### src/rtl/approx_mul_pkg.sv
// rtl/approx_mul_pkg.sv - shared widths, defaults and FSM states for the product accumulator
package approx_mul_pkg;

  localparam int PROD_W      = 16;
  localparam int ACC_W_DEF   = 20;
  localparam int MAX_LEN_DEF = 32;

  typedef enum logic [1:0] {
    IDLE  = 2'd0,
    ACCUM = 2'd1,
    HOLD  = 2'd2
  } acc_state_e;

endpackage

### src/rtl/sat_add_u.sv
// rtl/sat_add_u.sv - unsigned saturating adder, A_W + B_W -> A_W with saturation flag
module sat_add_u #(
  parameter int A_W = 20,
  parameter int B_W = 16
) (
  input  logic [A_W-1:0] a,
  input  logic [B_W-1:0] b,
  output logic [A_W-1:0] sum,
  output logic           sat
);

  logic [A_W:0] sum_full;

  // One extra carry bit exposes overflow; clamp to all-ones when it is set
  always_comb begin
    sum_full = {1'b0, a} + {{(A_W - B_W + 1){1'b0}}, b};
    sat      = sum_full[A_W];
    sum      = sat ? {A_W{1'b1}} : sum_full[A_W-1:0];
  end

endmodule

### src/rtl/approx_prod_accumulator.sv
// rtl/approx_prod_accumulator.sv - streaming saturating sum of multiplier products per vector
module approx_prod_accumulator
  import approx_mul_pkg::*;
#(
  parameter int ACC_W   = ACC_W_DEF,
  parameter int MAX_LEN = MAX_LEN_DEF
) (
  input  logic                             clk,
  input  logic                             rst_n,
  input  logic                             sync_clr,
  input  logic                             in_valid,
  output logic                             in_ready,
  input  logic [PROD_W-1:0]                in_prod,
  input  logic                             in_last,
  output logic                             out_valid,
  input  logic                             out_ready,
  output logic [ACC_W-1:0]                 out_sum,
  output logic [$clog2(MAX_LEN+1)-1:0]     out_cnt,
  output logic                             out_ovf
);

  localparam int CNT_W = $clog2(MAX_LEN + 1);

  acc_state_e       state_q, state_d;
  logic [ACC_W-1:0] acc_q, acc_d;
  logic [CNT_W-1:0] cnt_q, cnt_d;
  logic             ovf_q, ovf_d;
  logic             out_valid_q, out_valid_d;
  logic [ACC_W-1:0] out_sum_q, out_sum_d;
  logic [CNT_W-1:0] out_cnt_q, out_cnt_d;
  logic             out_ovf_q, out_ovf_d;

  logic [ACC_W-1:0] sum_next;
  logic             sat_now;
  logic [CNT_W-1:0] cnt_inc;
  logic             beat;
  logic             terminal;

  sat_add_u #(
    .A_W (ACC_W),
    .B_W (PROD_W)
  ) u_sat_add (
    .a   (acc_q),
    .b   (in_prod),
    .sum (sum_next),
    .sat (sat_now)
  );

  // A drain and a new beat can share a cycle, so readiness looks through out_ready
  always_comb begin
    in_ready = !out_valid_q || out_ready;
    beat     = in_valid && in_ready;
    cnt_inc  = cnt_q + 1'b1;
    terminal = in_last || (cnt_inc == CNT_W'(MAX_LEN));
  end

  // Next-state, accumulator and result-register update; sync_clr overrides everything
  always_comb begin
    state_d     = state_q;
    acc_d       = acc_q;
    cnt_d       = cnt_q;
    ovf_d       = ovf_q;
    out_valid_d = out_valid_q;
    out_sum_d   = out_sum_q;
    out_cnt_d   = out_cnt_q;
    out_ovf_d   = out_ovf_q;

    if (state_q == HOLD && out_ready) begin
      out_valid_d = 1'b0;
      state_d     = IDLE;
    end

    // acc/cnt are already zero after a terminal beat, so a beat during a drain
    // naturally starts a fresh vector from in_prod
    if (beat) begin
      if (terminal) begin
        out_sum_d   = sum_next;
        out_cnt_d   = cnt_inc;
        out_ovf_d   = ovf_q || sat_now;
        out_valid_d = 1'b1;
        acc_d       = '0;
        cnt_d       = '0;
        ovf_d       = 1'b0;
        state_d     = HOLD;
      end else begin
        acc_d   = sum_next;
        cnt_d   = cnt_inc;
        ovf_d   = ovf_q || sat_now;
        state_d = ACCUM;
      end
    end

    if (sync_clr) begin
      acc_d       = '0;
      cnt_d       = '0;
      ovf_d       = 1'b0;
      out_valid_d = 1'b0;
      state_d     = IDLE;
    end
  end

  // State and datapath registers with asynchronous reset
  always_ff @(posedge clk or negedge rst_n) begin
    if (!rst_n) begin
      state_q     <= IDLE;
      acc_q       <= '0;
      cnt_q       <= '0;
      ovf_q       <= 1'b0;
      out_valid_q <= 1'b0;
      out_sum_q   <= '0;
      out_cnt_q   <= '0;
      out_ovf_q   <= 1'b0;
    end else begin
      state_q     <= state_d;
      acc_q       <= acc_d;
      cnt_q       <= cnt_d;
      ovf_q       <= ovf_d;
      out_valid_q <= out_valid_d;
      out_sum_q   <= out_sum_d;
      out_cnt_q   <= out_cnt_d;
      out_ovf_q   <= out_ovf_d;
    end
  end

  assign out_valid = out_valid_q;
  assign out_sum   = out_sum_q;
  assign out_cnt   = out_cnt_q;
  assign out_ovf   = out_ovf_q;

endmodule

### config.mk
export PLATFORM = sky130hd
export DESIGN_NAME = approx_prod_accumulator
export DESIGN_NICKNAME = d
export VERILOG_FILES = /design/src/rtl/approx_mul_pkg.sv /design/src/rtl/sat_add_u.sv /design/src/rtl/approx_prod_accumulator.sv
export SDC_FILE = /design/constraint.sdc
export NUM_CORES = 1
export LEC_CHECK = 0
export CAP_MARGIN = 20
export CELL_PAD_IN_SITES_DETAIL_PLACEMENT = 2
export CELL_PAD_IN_SITES_GLOBAL_PLACEMENT = 2
export CORE_ASPECT_RATIO = 1.75
export CORE_MARGIN = 2
export CORE_UTILIZATION = 33
export DETAILED_ROUTE_END_ITERATION = 6
export PLACE_DENSITY = 0.9
export SYNTH_ARGS = -nofsm -noshare
export SYNTH_HDL_FRONTEND = slang
export SYNTH_SLANG_ARGS = --single-unit
### constraint.sdc
create_clock -name clk -period 3.1 [get_ports clk]
set_clock_uncertainty 0.05 [all_clocks]
set_input_delay 0.775 -clock clk [delete_from_list [all_inputs] [get_ports clk]]
set_output_delay 0.775 -clock clk [all_outputs]
set_load 0.01 [all_outputs]
; ---- Yosys cells after proc, flatten, opt, wreduce, memory -nomap -nowiden
; Index checks and enable logic that the tools add are counted.
[classes]
addsub = 2
eq_ne = 2
n_mux = 18
reduce_logical = 9
[ops]
columns = cell, count
row1 = 20-bit 2-to-1 mux, 4
row2 = 20-bit by 16-bit adder with 21-bit output, 1
row3 = 6-bit 2-to-1 mux, 3
row4 = 2-bit 2-to-1 mux, 4
row5 = 1-bit 2-to-1 mux, 7
row6 = "6-bit by 1-bit adder with 6-bit output, second input constant", 1
row7 = "6-bit == test, second input constant", 1
row8 = 1-bit logical OR, 3
row9 = 3-bit nonzero test, 1
row10 = "2-bit == test, second input constant", 1
row11 = 1-bit logical AND, 2
row12 = 2-bit AND reduction, 1
row13 = 2-bit nonzero test, 1
row14 = 1-bit logical NOT, 1
[totals]
register_bits = 57
input_bits = 22
out_inout_bits = 29
elab_cells = 39

; ---- Depth between registers and ports, before layout
; Gate-level depths: netlist (run 1).
[depth]
ltp_word = 6
depth_mapped = 9
depth_no_buf = 8

; ---- Modules after synthesis
; Synthesis (run 1) repeated with hierarchy kept, for this count alone.
[unflattened]
hier_cells = 328
hier_area_um2 = 3379.5
[modules_own_cells]
columns = mod, n_inst, cells_each, area_each_um2, seq_area_each_um2
row1 = approx_prod_accumulator, 1, 176, 2334.7, 1426.4
row2 = sat_add_u, 1, 152, 1044.8, 0.0

; ---- Least setup slack after synthesis (run 1)
; OpenSTA, ideal clock, no wires.
[synth_timing]
path_kind = input to register
startpoint = input in_prod[0]
endpoint = register acc_q[12]
setup_ps = 136
arrival_ps = 2705
t_required_ps = 2914
setup_slack_ps = 209
path_stages = 8
n_path_buf = 0
cell_sequence = ha_1 -> fa_1 -> a21o_1 -> a221oi_2 -> nor2_1 -> or3_1 -> a211oi_1 -> o21ai_0
[synth_via]
elab_chain_cells = 5
[synth_rtl]
columns = item, line_no
row1 = "start, declared", approx_prod_accumulator.sv:13  ; input logic [PROD_W-1:0] in_prod,
row2 = 20-bit by 16-bit adder with 21-bit output, sat_add_u.sv:16  ; sum_full = {1'b0, a} + {{(A_W - B_W + 1){1'b0}}, b};
row3 = 20-bit 2-to-1 mux, sat_add_u.sv:18  ; sum = sat ? {A_W{1'b1}} : sum_full[A_W-1:0];
row4 = 20-bit 2-to-1 mux, approx_prod_accumulator.sv:76  ; if (terminal) begin
row5 = 20-bit 2-to-1 mux, approx_prod_accumulator.sv:75  ; if (beat) begin
row6 = 20-bit 2-to-1 mux, approx_prod_accumulator.sv:93  ; if (sync_clr) begin
row7 = "end signal, assigned", approx_prod_accumulator.sv:106  ; acc_q <= '0;
row8 = "end signal, assigned", approx_prod_accumulator.sv:115  ; acc_q <= acc_d;
row9 = "end, declared", approx_prod_accumulator.sv:25  ; logic [ACC_W-1:0] acc_q, acc_d;
; Every way passes these cells. The select of a mux whose other input is x is not followed.
; A chain may end at the register's enable or synchronous reset.

; ---- Worst setup path in the final report (run 1)
[layout_timing]
startpoint = input in_prod[4]
endpoint = register out_sum_q[9], in the netlist out_sum[9]
[layout_via]
elab_chain_cells = 2
[layout_rtl]
columns = item, line_no
row1 = 20-bit by 16-bit adder with 21-bit output, sat_add_u.sv:16
row2 = 20-bit 2-to-1 mux, sat_add_u.sv:18
row3 = "end signal, assigned", approx_prod_accumulator.sv:119  ; out_sum_q <= out_sum_d;
row4 = "end, declared", approx_prod_accumulator.sv:29  ; logic [ACC_W-1:0] out_sum_q, out_sum_d;
; Every way passes these cells.

==> impl_metrics.xml, run 1 <==
<?xml version="1.0" encoding="UTF-8"?>
<metrics>
  <group name="status">
    <metric name="outcome" unit="">finished, violations left</metric>
    <metric name="violations" unit="">negative setup slack</metric>
  </group>
  <group name="cells_and_area">
    <metric name="layout.nets" unit="">519</metric>
    <metric name="mostFrequentLayoutCell" unit="">sky130_fd_sc_hd__buf_4</metric>
    <metric name="sequential_cell_area" unit="mm2">0.001426</metric>
    <metric name="most-common-layout-cells" unit="">59 x sky130_fd_sc_hd__buf_4, 57 x sky130_fd_sc_hd__dfrtp_1, 46 x sky130_fd_sc_hd__clkdlybuf4s50_1</metric>
    <metric name="area_delta_synth_final" unit="%">48.56</metric>
    <metric name="drive_gt1_share" unit="%">25.62</metric>
    <metric name="finalInstanceArea" unit="mm2">0.004980</metric>
    <metric name="multiInputGateArea" unit="mm2">0.002064</metric>
    <metric name="antenna_cells_inserted" unit="">0</metric>
    <metric name="nFillCells" unit="">1031</metric>
  </group>
  <group name="global_routing">
    <metric name="grt.met3_usage" unit="%">4.325</metric>
    <metric name="grtUsageMet1" unit="%">31.59</metric>
    <metric name="grtUsageMet2" unit="%">56.85</metric>
    <metric name="grt_first_pass_wirelength" unit="um">24770</metric>
    <metric name="number_of_antenna_violations_at_the_first_check_in_global_routing" unit="">0</metric>
    <metric name="overall_routing_resource_usage" unit="%">30.77</metric>
    <metric name="grt_start_max_net_pins" unit="">59</metric>
    <metric name="globalRouteOverflowTotal" unit="">0</metric>
    <metric name="grt_pass1_vias" unit="">4316</metric>
    <metric name="busiest_layer" unit="">met2</metric>
  </group>
  <group name="routing">
    <metric name="routed_wl" unit="um">18150</metric>
    <metric name="first_pass_iters" unit="">4</metric>
    <metric name="vias" unit="">3673</metric>
    <metric name="drt-initial-drc-count" unit="">258</metric>
    <metric name="antenna_violating_nets_post_route" unit="">0</metric>
    <metric name="drc_errors" unit="">0</metric>
    <metric name="via_per_inst" unit="">6.031</metric>
    <metric name="wire_per_inst" unit="um">29.80</metric>
  </group>
  <group name="critical_path">
    <metric name="critical_path.top_delay_family" unit="">compound AO/OA/AOI/OAI gates</metric>
    <metric name="worst_path_max_delay_cell" unit="">sky130_fd_sc_hd__clkdlybuf4s50_1</metric>
    <metric name="path_class" unit="">in2reg</metric>
    <metric name="critPathMaxStageDelay" unit="ns">0.52</metric>
    <metric name="critical_path_buf_inv_count" unit="">3</metric>
    <metric name="worstPathArrival" unit="ns">3.33</metric>
    <metric name="crit_chain" unit="">clkdlybuf4s50_1 &gt; ha_4 &gt; buf_4 &gt; o211ai_1 &gt; buf_4 &gt; o21ai_0 &gt; a21oi_1 &gt; xnor2_1 &gt; nor3_2 &gt; a21oi_1</metric>
    <metric name="worst-endpoint-required" unit="ns">3.24</metric>
    <metric name="worstSetupEndpointType" unit="">register</metric>
    <metric name="cp_max_fo" unit="">4</metric>
    <metric name="worst_setup_sp_type" unit="">primary input</metric>
  </group>
  <group name="power_and_ir_drop">
    <metric name="vdd.ir_drop.worst" unit="mV">0.4385</metric>
    <metric name="total_power" unit="mW">2.632</metric>
    <metric name="power.leakage" unit="nW">2.143</metric>
    <metric name="power_density" unit="mW/mm2">528.5</metric>
  </group>
  <group name="yosys">
    <metric name="synth-seq-area-share" unit="%">42.55</metric>
    <metric name="yosys_register_bits" unit="">57</metric>
    <metric name="main_area_contributors_after_synthesis" unit="">sky130_fd_sc_hd__dfrtp_1 43%, sky130_fd_sc_hd__ha_1 6.3%, sky130_fd_sc_hd__a21oi_1 5.7%, sky130_fd_sc_hd__nand2_1 4.8%, sky130_fd_sc_hd__nor2_1 3.9%</metric>
    <metric name="synth.top_cell.area_share" unit="%">42.55</metric>
    <metric name="synthArstFlopShare" unit="%">100.0</metric>
    <metric name="postSynthCellCount" unit="">373</metric>
    <metric name="yosys_most_used_dff" unit="">sky130_fd_sc_hd__dfrtp_1</metric>
    <metric name="postSynthAreaPerCell" unit="um2">8.987</metric>
    <metric name="yosysWarningCount" unit="">0</metric>
    <metric name="syn_nets" unit="">413</metric>
    <metric name="synth_area" unit="mm2">0.003352</metric>
    <metric name="netlist.top_cell.by_area" unit="">sky130_fd_sc_hd__dfrtp_1</metric>
    <metric name="library_cells_used_by_synthesis" unit="">56</metric>
    <metric name="edff_count_synth" unit="">0</metric>
  </group>
  <group name="sta">
    <metric name="timing_hold_violations_final" unit="">0</metric>
    <metric name="slew_of_the_pin_with_the_lowest_slew_margin" unit="ns">0.6969</metric>
    <metric name="max_slew_violation_count" unit="">0</metric>
    <metric name="layout_worst_path_cycle_share" unit="%">102.7</metric>
    <metric name="period_needed" unit="ns">3.183</metric>
    <metric name="setup_viol" unit="">8</metric>
    <metric name="timing.max_slew.rel_slack" unit="%">53.54</metric>
    <metric name="hold_slack" unit="ns">0.4273</metric>
    <metric name="timing.fmax" unit="GHz">0.3142</metric>
    <metric name="timing.final.ws_setup" unit="ns">-0.08269</metric>
    <metric name="timing.setup.tns" unit="ns">-0.2376</metric>
  </group>
  <group name="min_path">
    <metric name="min_path_type" unit="">in2async</metric>
  </group>
  <group name="cts">
    <metric name="clock_sinks" unit="">57</metric>
    <metric name="worstSkewPairLatency" unit="ns">0.34</metric>
    <metric name="ctsHoldBuffers" unit="">0</metric>
    <metric name="clk_pin_slew" unit="ns">0.05</metric>
    <metric name="cts_tree" unit="">built</metric>
    <metric name="htreeDepth" unit="">3</metric>
    <metric name="clockRootBuffer" unit="">sky130_fd_sc_hd__clkbuf_16</metric>
    <metric name="clk_path_buf_depth" unit="">2</metric>
    <metric name="tritoncts_buffers" unit="">9</metric>
  </group>
  <group name="run">
    <metric name="max-cap-violations" unit="">0</metric>
  </group>
  <group name="floorplanning">
    <metric name="initial_utilization" unit="%">34.03</metric>
    <metric name="die_width" unit="um">80.19</metric>
    <metric name="die_outline_area" unit="mm2">0.01101</metric>
    <metric name="placement_rows" unit="">48</metric>
    <metric name="die_height" unit="um">137.3</metric>
    <metric name="design.portCount" unit="">51</metric>
    <metric name="design.core.area" unit="mm2">0.009849</metric>
  </group>
  <group name="placed_design">
    <metric name="io_buffers" unit="">50</metric>
    <metric name="globalplace.congestion" unit="">0.8258</metric>
    <metric name="detailedPlacementHpwl" unit="um">9880</metric>
    <metric name="post_detailed_placement_cell_area" unit="mm2">0.004357</metric>
  </group>
</metrics>
## registers in the layout (all words and copies together), names as in the netlist
| register | count |
|---|---|
| acc_q | 20 |
| cnt_q | 6 |
| out_cnt | 6 |
| out_ovf | 1 |
| out_sum | 20 |
| out_valid | 1 |
| ovf_q | 1 |
| state_q | 2 |
## final cells by class
type	count	share of cell area (%)
inverter	9	0.6784
clock inverter	3	0.8040
tap	125	3.141
timing repair buffer	113	20.25
multi-input combinational	289	41.46
sequential	57	28.64
clock buffer	13	5.025
## kinds of logic after synthesis
family | Yosys count | share of synthesized area, %
compound gates | 116 | 22.66
xor+xnor | 15 | 3.919
fa+ha+maj | 18 | 6.943
buf+inv | 28 | 3.882
flops | 57 | 42.55
mux | 3 | 0.9332
simple gates | 136 | 19.11
## repair_timing
| item | 4_1_cts | 5_1_grt |
|---|---|---|
| endpoints found under the hold margin | 0 | 0 |
| setup endpoints to repair | 39 | 34 |
| cloned | 1 | 0 |
| pin swaps | 6 | 11 |
| gates resized for setup | 17 | 37 |
| buffers inserted | 4 | 4 |
## per-stage QoR
stage / cells / utilization [%] / setup WS (ns)
final: 609 / 50.56 / -0.08269
after global routing: 609 / 50.56 / -0.1211
after CTS: 605 / 48.44 / 0.005192
after detailed placement: 584 / 44.23 / -0.5378
after global placement: 584 / 44.23 / -0.3581
after floorplan: 373 / - / 0.2085
## power by group
group | switching [mW] | total, mW | internal (mW) | leakage [nW]
Combinational | 0.404 | 0.739 | 0.335 | 1.28
Clock | 0.364 | 1.01 | 0.642 | 0.144
Sequential | 0.0626 | 0.887 | 0.824 | 0.719
Total | 0.831 | 2.63 | 1.80 | 2.14
## per-layer routing
metal  up-vias  wire [um]  share of wire [%]
met5         -          0                  0
met1      1873       6466                 36
met4         0       1161                6.4
met3        72        684                3.8
li1       1574          -                  -
met2       154       9837                 54
## synth_stat cells (2+ instances only)
cell type	n
sky130_fd_sc_hd__nand2_1	43
sky130_fd_sc_hd__a21oi_1	38
sky130_fd_sc_hd__nand2b_1	3
sky130_fd_sc_hd__nand3_1	11
sky130_fd_sc_hd__and2_1	4
sky130_fd_sc_hd__o21a_1	2
sky130_fd_sc_hd__o21ai_1	9
sky130_fd_sc_hd__and3_1	4
sky130_fd_sc_hd__o211ai_1	9
sky130_fd_sc_hd__nor3_1	19
sky130_fd_sc_hd__mux2i_1	2
sky130_fd_sc_hd__a311oi_1	2
sky130_fd_sc_hd__buf_2	8
sky130_fd_sc_hd__clkbuf_1	7
sky130_fd_sc_hd__inv_1	9
sky130_fd_sc_hd__or3_1	3
sky130_fd_sc_hd__buf_6	2
sky130_fd_sc_hd__a221oi_2	2
sky130_fd_sc_hd__dfrtp_1	57
sky130_fd_sc_hd__nand4_1	2
sky130_fd_sc_hd__a21o_1	6
sky130_fd_sc_hd__buf_1	2
sky130_fd_sc_hd__nor2_1	35
sky130_fd_sc_hd__o21ai_0	19
sky130_fd_sc_hd__ha_1	17
sky130_fd_sc_hd__o221ai_1	2
sky130_fd_sc_hd__o22ai_1	2
sky130_fd_sc_hd__a31oi_1	6
sky130_fd_sc_hd__a211oi_1	8
sky130_fd_sc_hd__xor2_1	3
sky130_fd_sc_hd__xnor2_1	12
## path summary, 6_finish.rpt
check | from | end | slack (ns) | depth (start not counted)
worst max register to register | acc_q[0] | out_sum[9] | 0.30 | 9
worst max-delay path | in_prod[4] | out_sum[9] | -0.08 | 10
worst min-delay path | rst_n | acc_q[4] | 0.43 | 1
worst min register to register | acc_q[12] | acc_q[12] | 0.45 | 2
min in group clk | acc_q[12] | acc_q[12] | 0.45 | 2
max in group asynchronous | rst_n | acc_q[7] | 1.85 | 2
(Power assumes the default switching activity.)
==> run 2, diff against run 1 <==
Settings changed: CTS_CLUSTER_DIAMETER set to 50.
==> results of run 2 <==
Same layout as run 1: the final DEF is identical, and so are final timing and power.
==> run 3, diff against run 2 <==
Settings changed: ABC_CLOCK_PERIOD_IN_PS set to 3100, TNS_END_PERCENT set to 30.
==> impl_metrics.xml, run 3 (synthesis results as in run 1) <==
<?xml version="1.0" encoding="UTF-8"?>
<metrics>
  <group name="cells_and_area">
    <metric name="mostFrequentLayoutCell" unit="">sky130_fd_sc_hd__buf_4</metric>
    <metric name="antenna_cells_inserted" unit="">0</metric>
    <metric name="layout.nets" unit="">519</metric>
    <metric name="drive_gt1_share" unit="%">25.62</metric>
    <metric name="finish.cell_count_without_fillers" unit="">609</metric>
    <metric name="area_delta_synth_final" unit="%">48.56</metric>
    <metric name="most-common-layout-cells" unit="">59 x sky130_fd_sc_hd__buf_4, 57 x sky130_fd_sc_hd__dfrtp_1, 46 x sky130_fd_sc_hd__clkdlybuf4s50_1</metric>
  </group>
  <group name="power_and_ir_drop">
    <metric name="power_density" unit="mW/mm2">528.7</metric>
    <metric name="power.leakage" unit="nW">2.143</metric>
    <metric name="vdd.ir_drop.worst" unit="mV">0.4397</metric>
  </group>
  <group name="sta">
    <metric name="setup_viol" unit="">5</metric>
    <metric name="period_needed" unit="ns">3.175</metric>
    <metric name="timing_hold_violations_final" unit="">0</metric>
    <metric name="hold_slack" unit="ns">0.4262</metric>
    <metric name="slew_of_the_pin_with_the_lowest_slew_margin" unit="ns">0.6959</metric>
    <metric name="max_slew_violation_count" unit="">0</metric>
    <metric name="timing.final.ws_setup" unit="ns">-0.07465</metric>
    <metric name="layout_worst_path_cycle_share" unit="%">102.4</metric>
    <metric name="timing.max_slew.rel_slack" unit="%">53.61</metric>
    <metric name="timing.fmax" unit="GHz">0.3150</metric>
  </group>
  <group name="floorplanning">
    <metric name="design.portCount" unit="">51</metric>
    <metric name="die_width" unit="um">80.19</metric>
    <metric name="die_height" unit="um">137.3</metric>
    <metric name="placement_rows" unit="">48</metric>
    <metric name="die_outline_area" unit="mm2">0.01101</metric>
    <metric name="design.core.area" unit="mm2">0.009849</metric>
    <metric name="initial_utilization" unit="%">34.03</metric>
  </group>
  <group name="cts">
    <metric name="clk_path_buf_depth" unit="">2</metric>
    <metric name="worstSkewPairLatency" unit="ns">0.34</metric>
    <metric name="clock_sinks" unit="">57</metric>
    <metric name="ctsHoldBuffers" unit="">0</metric>
    <metric name="cts_tree" unit="">built</metric>
    <metric name="htreeDepth" unit="">3</metric>
    <metric name="clk_pin_slew" unit="ns">0.05</metric>
    <metric name="tritoncts_buffers" unit="">9</metric>
    <metric name="clockRootBuffer" unit="">sky130_fd_sc_hd__clkbuf_16</metric>
  </group>
  <group name="global_routing">
    <metric name="number_of_antenna_violations_at_the_first_check_in_global_routing" unit="">0</metric>
    <metric name="busiest_layer" unit="">met2</metric>
    <metric name="grt_pass1_vias" unit="">4316</metric>
    <metric name="grt_first_pass_wirelength" unit="um">24770</metric>
    <metric name="grtUsageMet2" unit="%">56.85</metric>
    <metric name="grt_start_max_net_pins" unit="">59</metric>
    <metric name="grt.met3_usage" unit="%">4.325</metric>
    <metric name="grtUsageMet1" unit="%">31.59</metric>
    <metric name="globalRouteOverflowTotal" unit="">0</metric>
    <metric name="overall_routing_resource_usage" unit="%">30.77</metric>
  </group>
  <group name="critical_path">
    <metric name="worst_setup_sp_type" unit="">primary input</metric>
    <metric name="path_class" unit="">in2reg</metric>
    <metric name="worstPathArrival" unit="ns">3.32</metric>
    <metric name="timing.rr.end" unit="">out_sum[9]</metric>
    <metric name="worstSetupEndpointType" unit="">register</metric>
    <metric name="worst_r2r_startpoint" unit="">acc_q[0]</metric>
    <metric name="rrSetupSlack" unit="ns">0.30</metric>
    <metric name="rr_worst_depth" unit="">9</metric>
    <metric name="cp_max_fo" unit="">4</metric>
    <metric name="worst-endpoint-required" unit="ns">3.24</metric>
  </group>
  <group name="placed_design">
    <metric name="io_buffers" unit="">50</metric>
    <metric name="globalplace.congestion" unit="">0.8258</metric>
    <metric name="detailedPlacementHpwl" unit="um">9880</metric>
    <metric name="instance_count_after_placement_with_tap_cells_included" unit="">584</metric>
  </group>
  <group name="routing">
    <metric name="vias" unit="">3676</metric>
    <metric name="antenna_violating_nets_post_route" unit="">0</metric>
    <metric name="wire_per_inst" unit="um">29.87</metric>
    <metric name="drt-initial-drc-count" unit="">267</metric>
    <metric name="routed_wl" unit="um">18190</metric>
    <metric name="first_pass_iters" unit="">5</metric>
    <metric name="via_per_inst" unit="">6.036</metric>
    <metric name="drc_errors" unit="">0</metric>
  </group>
  <group name="status">
    <metric name="outcome" unit="">finished, violations left</metric>
    <metric name="violations" unit="">negative setup slack</metric>
  </group>
  <group name="min_path">
    <metric name="min_path_type" unit="">in2async</metric>
  </group>
  <group name="run">
    <metric name="max-cap-violations" unit="">0</metric>
  </group>
</metrics>
## run 3: metrics by stage
stage | power [mW] | TNS, ns | worst slack, ns | cell area (um2) | utilization, %
floorplan | 1.160 | 0 | 0.2085 | 3352 | -
global placement | 1.470 | -10.98 | -0.3581 | 4357 | 44.23
detailed placement | 1.513 | -16.46 | -0.5378 | 4357 | 44.23
CTS | 2.543 | 0 | 0.005192 | 4771 | 48.44
global route | 2.717 | -0.5909 | -0.1211 | 4980 | 50.56
finish | 2.633 | -0.2065 | -0.07465 | 4980 | 50.56
## run 3: power by group
part	internal, mW	switching [mW]	total (mW)
logic	0.335	0.405	0.740
clock network	0.642	0.365	1.01
registers	0.824	0.0623	0.886
total	1.80	0.832	2.63
## run 3: how the worst max path moves through the flow
| stage | startpoint | to | slack, ns | depth (start not counted) |
|---|---|---|---|---|
| after floorplan | in_prod[0] | acc_q[12] | 0.21 | 8 |
| final | in_prod[4] | out_sum[9] | -0.07 | 10 |
| after CTS | in_prod[7] | out_sum[9] | 0.005 | 10 |
| after detailed placement | in_prod[0] | acc_q[5] | -0.54 | 10 |
| after global routing | in_prod[4] | out_sum[9] | -0.12 | 10 |
| after global placement | in_prod[0] | out_sum[19] | -0.36 | 10 |
## run 3: area by class of cell
class / count / area, um2
tap: 125 / 156.4
fill: 1031 / 4870
multi-input combinational: 289 / 2064
clock buffer: 13 / 250.2
sequential: 57 / 1426
clock inverter: 3 / 40.04
inverter: 9 / 33.78
timing repair buffer: 113 / 1008
## run 3: critical path, cell delays in order
cell and delay (ns):
sky130_fd_sc_hd__clkdlybuf4s50_1 0.52, sky130_fd_sc_hd__ha_4 0.35, sky130_fd_sc_hd__buf_4 0.13, sky130_fd_sc_hd__o211ai_1 0.18, sky130_fd_sc_hd__buf_4 0.20, sky130_fd_sc_hd__o21ai_0 0.37
sky130_fd_sc_hd__a21oi_1 0.19, sky130_fd_sc_hd__xnor2_1 0.18, sky130_fd_sc_hd__nor3_2 0.26, sky130_fd_sc_hd__a21oi_1 0.16
## run 3: routing by layer
layer | vias to the layer above | part of all wire (%)
li1 | 1572 | -
met1 | 1875 | 36
met2 | 148 | 53
met3 | 81 | 3.4
met4 | 0 | 7.1
met5 | - | 0
## run 3: repair_timing
| item | in CTS | in global routing |
|---|---|---|
| gates resized for setup | 17 | 37 |
| setup endpoints to repair | 39 | 34 |
| pin swaps | 6 | 11 |
| buffers inserted | 4 | 4 |
| gates cloned | 1 | 0 |
